<file path="config.mk">
export PLATFORM = sky130hd
export DESIGN_NAME = pingpong_block_buffer
export DESIGN_NICKNAME = d
export VERILOG_FILES = /design/src/rtl/pingpong_block_buffer.sv
export SDC_FILE = /design/constraint.sdc
export NUM_CORES = 1
export LEC_CHECK = 0
export ABC_AREA = 1
export CAP_MARGIN = 40
export CORE_MARGIN = 2
export CORE_UTILIZATION = 49
export DETAILED_ROUTE_END_ITERATION = 6
export PLACE_DENSITY = 0.64
export SLEW_MARGIN = 20
export SYNTH_ARGS = -nofsm -noshare
export SYNTH_HDL_FRONTEND = slang
export SYNTH_SLANG_ARGS = --single-unit
</file>
<file path="constraint.sdc">
create_clock -name clock -period 2.66 [get_ports clock]
set_input_delay 0.399 -clock clock [delete_from_list [all_inputs] [get_ports clock]]
set_output_delay 0.399 -clock clock [all_outputs]
set_load 0.05 [all_outputs]
</file>
<file path="src/rtl/pingpong_block_buffer.sv">
// Two-bank N x N sample buffer: one bank fills from a raster-order stream while
// the other drains in raster, transposed or JPEG zigzag order.
module pingpong_block_buffer #(
    parameter  int DATA_WIDTH = 8,
    parameter  int BLOCK_DIM  = 8,
    localparam int DEPTH      = BLOCK_DIM * BLOCK_DIM,
    localparam int ADDR_W     = $clog2(DEPTH)
) (
    input  logic                  clock,
    input  logic                  reset_n,
    input  logic                  in_valid,
    output logic                  in_ready,
    input  logic [DATA_WIDTH-1:0] in_data,
    input  logic [1:0]            rd_mode,
    output logic                  out_valid,
    input  logic                  out_ready,
    output logic [DATA_WIDTH-1:0] out_data,
    output logic                  out_last,
    output logic [ADDR_W-1:0]     out_index,
    output logic [1:0]            bank_full
);
    localparam int RC_W  = $clog2(BLOCK_DIM);
    localparam int CNT_W = ADDR_W + 1;
    localparam logic [RC_W-1:0]   RC_LAST  = RC_W'(BLOCK_DIM - 1);
    localparam logic [ADDR_W-1:0] DIM_A    = ADDR_W'(BLOCK_DIM);
    localparam logic [ADDR_W-1:0] IDX_LAST = ADDR_W'(DEPTH - 1);
    localparam logic [CNT_W-1:0]  CNT_END  = CNT_W'(DEPTH);

    typedef enum logic [1:0] {BANK_EMPTY, BANK_FULL, BANK_DRAINING} bank_state_t;
    typedef enum logic [1:0] {MODE_RASTER, MODE_TRANSPOSE, MODE_ZIGZAG} read_mode_t;
    typedef enum logic {RD_IDLE, RD_DRAIN} rd_state_t;

    logic [DATA_WIDTH-1:0] mem [2][DEPTH];
    bank_state_t           bank_st [2];
    logic                  wr_bank, rd_bank;
    logic [ADDR_W-1:0]     wr_idx;
    rd_state_t             rd_state, rd_state_next;
    read_mode_t            mode_q;
    logic [RC_W-1:0]       pos_r, pos_c, next_r, next_c;
    logic [CNT_W-1:0]      rd_cnt;
    logic [ADDR_W-1:0]     rd_addr;
    logic                  wr_open, wr_fire, start_drain, load, last_fire;

    // Write acceptance depends only on registered bank state, never on out_ready.
    assign wr_open   = (bank_st[wr_bank] == BANK_EMPTY);
    assign in_ready  = reset_n && wr_open;
    assign wr_fire   = in_valid && wr_open;
    assign bank_full = {bank_st[1] != BANK_EMPTY, bank_st[0] != BANK_EMPTY};

    // NOTE: every comb output gets a default first, so no path can infer a latch.
    always_comb begin
        rd_state_next = rd_state;
        start_drain   = 1'b0;
        load          = 1'b0;
        last_fire     = 1'b0;
        case (rd_state)
            RD_IDLE: begin
                if (bank_st[rd_bank] == BANK_FULL) begin
                    start_drain   = 1'b1;
                    rd_state_next = RD_DRAIN;
                end
            end
            RD_DRAIN: begin
                load      = (!out_valid || out_ready) && (rd_cnt != CNT_END);
                last_fire = out_valid && out_ready && out_last;
                if (last_fire) rd_state_next = RD_IDLE;
            end
            default: rd_state_next = RD_IDLE;
        endcase
    end

    always_comb begin
        rd_addr = (mode_q == MODE_TRANSPOSE) ? ADDR_W'(pos_c) * DIM_A + ADDR_W'(pos_r)
                                             : ADDR_W'(pos_r) * DIM_A + ADDR_W'(pos_c);
        next_r = pos_r;
        next_c = pos_c;
        if (mode_q == MODE_ZIGZAG) begin
            // Even anti-diagonals climb up-right, odd ones descend down-left.
            if ((pos_r[0] ^ pos_c[0]) == 1'b0) begin
                if (pos_c == RC_LAST) begin
                    next_r = pos_r + 1'b1;
                end else if (pos_r == '0) begin
                    next_c = pos_c + 1'b1;
                end else begin
                    next_r = pos_r - 1'b1;
                    next_c = pos_c + 1'b1;
                end
            end else begin
                if (pos_r == RC_LAST) begin
                    next_c = pos_c + 1'b1;
                end else if (pos_c == '0) begin
                    next_r = pos_r + 1'b1;
                end else begin
                    next_r = pos_r + 1'b1;
                    next_c = pos_c - 1'b1;
                end
            end
        end else if (pos_c == RC_LAST) begin
            next_r = pos_r + 1'b1;
            next_c = '0;
        end else begin
            next_c = pos_c + 1'b1;
        end
    end

    // NOTE: sample storage is not reset; only the control state says what is valid.
    always_ff @(posedge clock) begin
        if (wr_fire) mem[wr_bank][wr_idx] <= in_data;
    end

    always_ff @(posedge clock or negedge reset_n) begin
        if (!reset_n) rd_state <= RD_IDLE;
        else          rd_state <= rd_state_next;
    end

    // NOTE: non-blocking assignments so every register samples pre-edge values.
    always_ff @(posedge clock or negedge reset_n) begin
        if (!reset_n) begin
            bank_st[0] <= BANK_EMPTY;
            bank_st[1] <= BANK_EMPTY;
            wr_bank    <= 1'b0;
            rd_bank    <= 1'b0;
            wr_idx     <= '0;
            mode_q     <= MODE_RASTER;
            pos_r      <= '0;
            pos_c      <= '0;
            rd_cnt     <= '0;
            out_valid  <= 1'b0;
            out_data   <= '0;
            out_last   <= 1'b0;
            out_index  <= '0;
        end else begin
            if (wr_fire) begin
                if (wr_idx == IDX_LAST) begin
                    wr_idx           <= '0;
                    bank_st[wr_bank] <= BANK_FULL;
                    wr_bank          <= ~wr_bank;
                end else begin
                    wr_idx <= wr_idx + 1'b1;
                end
            end
            if (start_drain) begin
                case (rd_mode)
                    2'd1:    mode_q <= MODE_TRANSPOSE;
                    2'd2:    mode_q <= MODE_ZIGZAG;
                    default: mode_q <= MODE_RASTER;
                endcase
                pos_r            <= '0;
                pos_c            <= '0;
                rd_cnt           <= '0;
                bank_st[rd_bank] <= BANK_DRAINING;
            end
            if (load) begin
                out_valid <= 1'b1;
                out_data  <= mem[rd_bank][rd_addr];
                out_index <= rd_addr;
                out_last  <= (rd_cnt == CNT_END - 1'b1);
                rd_cnt    <= rd_cnt + 1'b1;
                pos_r     <= next_r;
                pos_c     <= next_c;
            end else if (out_valid && out_ready) begin
                out_valid <= 1'b0;
                out_last  <= 1'b0;
            end
            if (last_fire) begin
                bank_st[rd_bank] <= BANK_EMPTY;
                rd_bank          <= ~rd_bank;
            end
        end
    end
endmodule

</file>
-- Word-level counts from Yosys, hierarchy flattened
Memory sizes are Yosys's and may differ from the RTL's.
Cells that the tools add are included.
- $mul: 0
- add/subtract/negate cells: 8
- multiplexer cells: 50
- equality and inequality tests: 15
- order comparisons: 7
- div/mod/pow operators: 0
- bitwise gates (word level): 16
- reductions and logical operators: 20
- shift-type cells: 0
- operators with widths (operator ; count):
    two-way mux 512 bit ; 1
    binary-select mux 8 bit (select 6 bit) ; 1
    demux 8 bit (select 6 bit) ; 1
    two-way mux 3 bit ; 15
    two-way mux 8 bit ; 3
    two-way mux 2 bit ; 8
    two-way mux 4 bit ; 4
    greater-or-equal comparator 7 bit (second input constant) ; 2
    two-way mux 7 bit ; 2
    inverter 6 -> 7 bit ; 2
    adder 6 x 3 -> 6 bit ; 2
    two-way mux 6 bit ; 2
    inequality test 4 bit (second input constant) ; 3
    two-way mux 1 bit ; 9
    logical AND 1 bit ; 8
    nonzero test 2 bit ; 4
    adder 7 x 1 -> 7 bit (second input constant) ; 1
    equality test 7 x 6 -> 1 bit (second input constant) ; 1
    less-than comparator 7 x 1 -> 1 bit (second input constant) ; 1
    inequality test 7 bit (second input constant) ; 1
    adder 3 x 1 -> 3 bit (second input constant) ; 2
    adder 6 x 1 -> 6 bit (second input constant) ; 1
    equality test 2 x 1 -> 1 bit (second input constant) ; 3
    equality test 3 bit (second input constant) ; 2
    other kinds (25) ; 37
- register bits: 44
- bits in writable memories: 1024
- bits in latches: 0
- memory bits (read-only): 0
- memories kept: 1
- input bits: 14
- memories (memory ; words ; width ; rd ports ; clocked after Yosys merged registers in ; wr ports ; RTL line ; RTL):
    mem ; 2 ; 512 ; 1 ; 0 ; 1 ; 33 ; logic [DATA_WIDTH-1:0] mem [2][DEPTH];

-- Logic depth before layout (Yosys ltp)
- depth after elaboration: 13
- mapped depth: 15
- mapped depth without buffers: 13

-- Worst setup path after synthesis
Ideal clock, no wire load.
- path kind: register to register
- start: register bank_st[2] (netlist bit)
- end: memory mem[0][448] (netlist bit) (enable)
- cell stages (with the launch flop): 9
- setup time: 0.383 ns
- path slack: -0.033 ns
- arrival: 2.310 ns
- data required time: 2.277 ns
- cell sequence: dfrtp_1 -> or2_1 -> o21ai_1 -> nand2_1 -> buf_2 -> nor2_2 -> inv_2 -> buf_2 -> nor3_1
- cells in the longest elaborated chain, start to end: 7
- ends and longest elaborated chain (what ; RTL line ; RTL):
    start: declaration ; 34 ; bank_state_t bank_st [2];
    two-way mux 2 bit (not written as such) (3 in a row) ; 45 ; assign wr_open = (bank_st[wr_bank] == BANK_EMPTY);
    zero test 2 bit ; 45 ;
    logical AND 1 bit ; 47 ; assign wr_fire = in_valid && wr_open;
    two-way mux 1 bit ; 108 ; if (wr_fire) mem[wr_bank][wr_idx] <= in_data;
    two-way mux 512 bit (not written as such) ; 108 ;
    end: declaration ; 33 ;
No other way between the ends. The select of a mux whose other input is x is not followed.

-- Worst setup path in the final report
- start: register rd_bank
- end: register out_data[6]
- cells in the longest elaborated chain, start to end: 4
- ends and longest elaborated chain (what ; RTL line ; RTL):
    start: declaration ; 35 ; logic wr_bank, rd_bank;
    start signal: assignment ; 167 ; rd_bank <= ~rd_bank;
    memory (2 x 512 bit) ; - ;
    binary-select mux 8 bit (select 6 bit) ; 155 ; out_data <= mem[rd_bank][rd_addr];
    two-way mux 8 bit (not written as such) (2 in a row) ; 155 ;
    end signal: assignment ; 155 ;
    end: declaration ; 17 ; output logic [DATA_WIDTH-1:0] out_data,
No other way between the ends. The select of a mux whose other input is x is not followed.
A chain may end at the register's enable or synchronous reset.

==> results by group <==
Status
  – Outcome: finished clean

Die
  – Cell row count: 111
  – Die footprint: roughly 0.095 mm2
  – # IOs: 33
  – Die Y-Extent: a little over 300 um
  – Die width: between 300 and 400 um
  – Core box area: 0.09152 mm2
  – Initial Utilization: 0.4942

Setup path
  – Reg2reg setup slack: 0.08 ns
  – Buf+Inv Stages, Crit Path: 2
  – Worst setup path start: rd_bank
  – R2R Path End: out_data[6]
  – CP Launch Type: flip-flop
  – Crit Path Category: reg2reg
  – Top delay family on crit path: simple AND/OR/NAND/NOR gates
  – Cell count along the critical path: 13
  – Reg2Reg Launch Point: rd_bank
  – Worst-path cell chain: inv_16 -> buf_12 -> nand2_1 -> and2_0 -> nand2_1 -> nand3_1 -> nand3_1 -> nand3_1 -> nand3_1 -> nand3_1 -> nand2_1 -> nand2_1 -> nand2_1
  – Crit end category: flip-flop
  – CP max stage delay: just under 0.6 ns
  – CP Capture Point: out_data[6]
  – Arr. time, crit path: 3.22 ns
  – R2R cell count: 13
  – Worst Path Max Fanout: between 50 and 60
  – Critical path required time: about 3.3 ns
  – Crit path max-delay cell type: dfrtp_4

Timing
  – Slew HR: 0.4519
  – Max Clk Rate: slightly below 400 MHz
  – Worst slew pin tran: around 0.82 ns
  – Final Skew: 0.03707 ns
  – Slew Viols, Final: 0
  – Final critical-path share of the clock period: 0.9705
  – Endpoints failing setup: 0
  – Final Hold Fails: 0
  – RSZ-0062 raised after global routing: yes
  – Final worst slack: between 0.07 and 0.08 ns
  – Tmin final: roughly 2.6 ns

Layout
  – Register area: roughly 0.032 mm2
  – Fillers: ~7,400
  – Final Util: 0.5765
  – Non-Filler Instances: roughly 5,500
  – Cell area after layout: between 0.05 and 0.06 mm2
  – Area occupied by multi-input gates: 0.01147 mm2
  – Ratio of cells with drive above 1 in the final layout: 0.1258
  – Synth-to-Final Area Change: 16.65%
  – Layout Nets: ~4,300
  – N_diodes: 0

Logic synthesis
  – Net Count, Synth: 4,019
  – Syn Area/Cell: ~11 um2
  – Mapped cell area: between 0.04 and 0.05 mm2
  – Most common cell in the netlist: nand2_1
  – Synth area leader: edfxtp_1
  – Syn Inst Count: 3,992
  – Ys flop type: edfxtp_1
  – Post-synth top cells: 1,214 x nand2_1, 1,024 x edfxtp_1, 725 x nand3_1
  – Post-synth ARST share: 0.04120
  – Ys Warns: 0
  – Yosys top cell area share: 0.6799
  – Register bit count reported by yosys: around 1,100
  – Post-synth cell types: 41
  – Post-synth EDFFs: just over 1,000
  – Synth area leaders: edfxtp_1 68%, nand2_1 10%, nand3_1 8.0%
  – Register area share after synthesis: 0.7042

Routing
  – Drt drc: 0
  – 1st-iter DRT viols: 3,628
  – DRT Pass-1 Iters: 6
  – Antenna-violating nets left: 0
  – Via count: 31,060
  – DR vias/cell: around 5.6
  – Wire length per cell: around 22 um
  – Final wirelength: ~120,000 um

Global route
  – Pin count of the biggest net entering global routing: between 70 and 80
  – Total gr overflow: 0
  – Global-route wire length before repair: ~180,000 um
  – Initial antenna violation count: 3
  – Vias in the first global route: just under 30,000
  – Total global routing track utilization: 0.2567

Power and ir drop
  – Static Leak: between 0.02 and 0.025 uW
  – Power Dens Cells: approximately 800 mW/mm2
  – Total Power: approximately 42,000 uW
  – Max IR drop VDD: between 600 and 700 uV

Run
  – Max_cap viols: 0

CTS
  – Clock root cell: clkbuf_16
  – CTS buffer count: around 110
  – Worst-path clk slew: roughly 0.06 ns
  – Worst-Skew Late Latency: around 0.70 ns
  – Clock sink total: around 1,100
  – H-Tree Depth: 3
  – CTS tree: done
  – Max clock buf depth: 3

Min path
  – Hold Path Origin: in_data[6]
  – Hold crit path type: in2reg

Place
  – Post-DP HPWL: 76,550 um
  – Placed instance area: between 0.04 and 0.05 mm2
  – Placed cells: between 5,000 and 6,000
  – Port-buffer cells: 32
  – Setup WS pre-CTS: between 0.02 and 0.03 ns
  – Final GP Congestion: 0.9657
==> through the flow <==
step | setup TNS [ns] | hold slack [ns]
2_1_floorplan | -2.678 | 0.1034
3_3_place_gp | 0 | 0.4662
4_1_cts | 0 | 0.04069
5_1_grt | -0.04926 | 0.05453
3_5_place_dp | 0 | 0.4726
6_report | 0 | 0.07636
==> how the worst min path moves through the flow <==
stage	to	slack, ns	depth (start not counted)
2_1_floorplan	bank_st[0]	0.10	0
3_3_place_gp	out_index[1]	0.47	2
3_5_place_dp	out_index[1]	0.47	2
4_1_cts	mem[0][510]	0.04	1
5_1_grt	mem[1][366]	0.05	1
6_report	mem[0][366]	0.08	1
==> cells in the final DEF, fill, tap and decap left out, types with 15 or more instances in the layout <==
cell             instances
a21boi_0                70
a21oi_1                 97
and2_0                  43
buf_12                  70
buf_4                  273
clkbuf_1                35
clkbuf_16              112
clkdlybuf4s50_1         22
clkinv_1                20
clkinv_2                15
dfrtp_1                 41
edfxtp_1              1024
inv_1                  172
nand2_1               1213
nand3_1                722
nand4_1                 53
nor2_1                 133
nor3_1                  21
o21ai_0                 68
==> what timing repair did <==
item                                   4_1_cts  5_1_grt
setup endpoints to repair                    1        7
pin swaps                                    0        2
gates cloned                                 0        2
gates resized for setup                      2        7
buffers inserted                             0        8
hold buffers                                 1        0
endpoints found under the hold margin       44        0
==> routing by layer <==
| metal | global-route usage | vias up | part of all wire |
|---|---|---|---|
| met1 | 0.3568 | 15080 | 0.42 |
| met4 | 0.07760 | 6 | 0.028 |
| li1 | - | 14380 | - |
| met2 | 0.4122 | 1381 | 0.47 |
| met5 | 0 | - | 0.00029 |
| met3 | 0.04872 | 212 | 0.085 |
==> power breakdown <==
part / leakage (uW) / internal [uW] / switching [uW]
registers: 0.00972 / 18600 / 263
logic: 0.00865 / 2350 / 5230
clock network: 0.00171 / 8680 / 6420
==> logic make-up after synthesis <==
| group | Yosys count | share of synthesized area |
|---|---|---|
| xor gates and xnor gates | 8 | 0.001549 |
| DFF | 1068 | 0.7042 |
| adders and majority gates | 13 | 0.003596 |
| AOI/OAI and AO/OA | 253 | 0.03289 |
| and+or+nand+nor | 2218 | 0.2137 |
| buffers and inverters | 432 | 0.04407 |
==> sequential cells by signal (all words and copies together) (netlist names) <==
name,cells
bank_st,4
mem,1024
mode_q,2
out_data,8
out_index,6
out_last,1
out_valid,1
pos_c,3
pos_r,3
rd_bank,1
rd_cnt,7
rd_state,1
wr_bank,1
wr_idx,6
==> final cells by class <==
type	count	share of cell area
Sequential cell	1068	0.6038
Multi-Input combinational cell	2493	0.2173
Timing Repair Buffer	369	0.07055
Clock buffer	150	0.05618
Tap cell	1186	0.02813
Inverter	185	0.01349
Clock inverter	52	0.01048
==> worst register-to-register path: cells and delay by family, from the launching register on <==
family / cells / cell delay (ns)
buf+inv: 2 / 0.50
flops: 1 / 0.59
simple gates: 11 / 1.44
No activity file was read; power rests on OpenSTA's default activity.
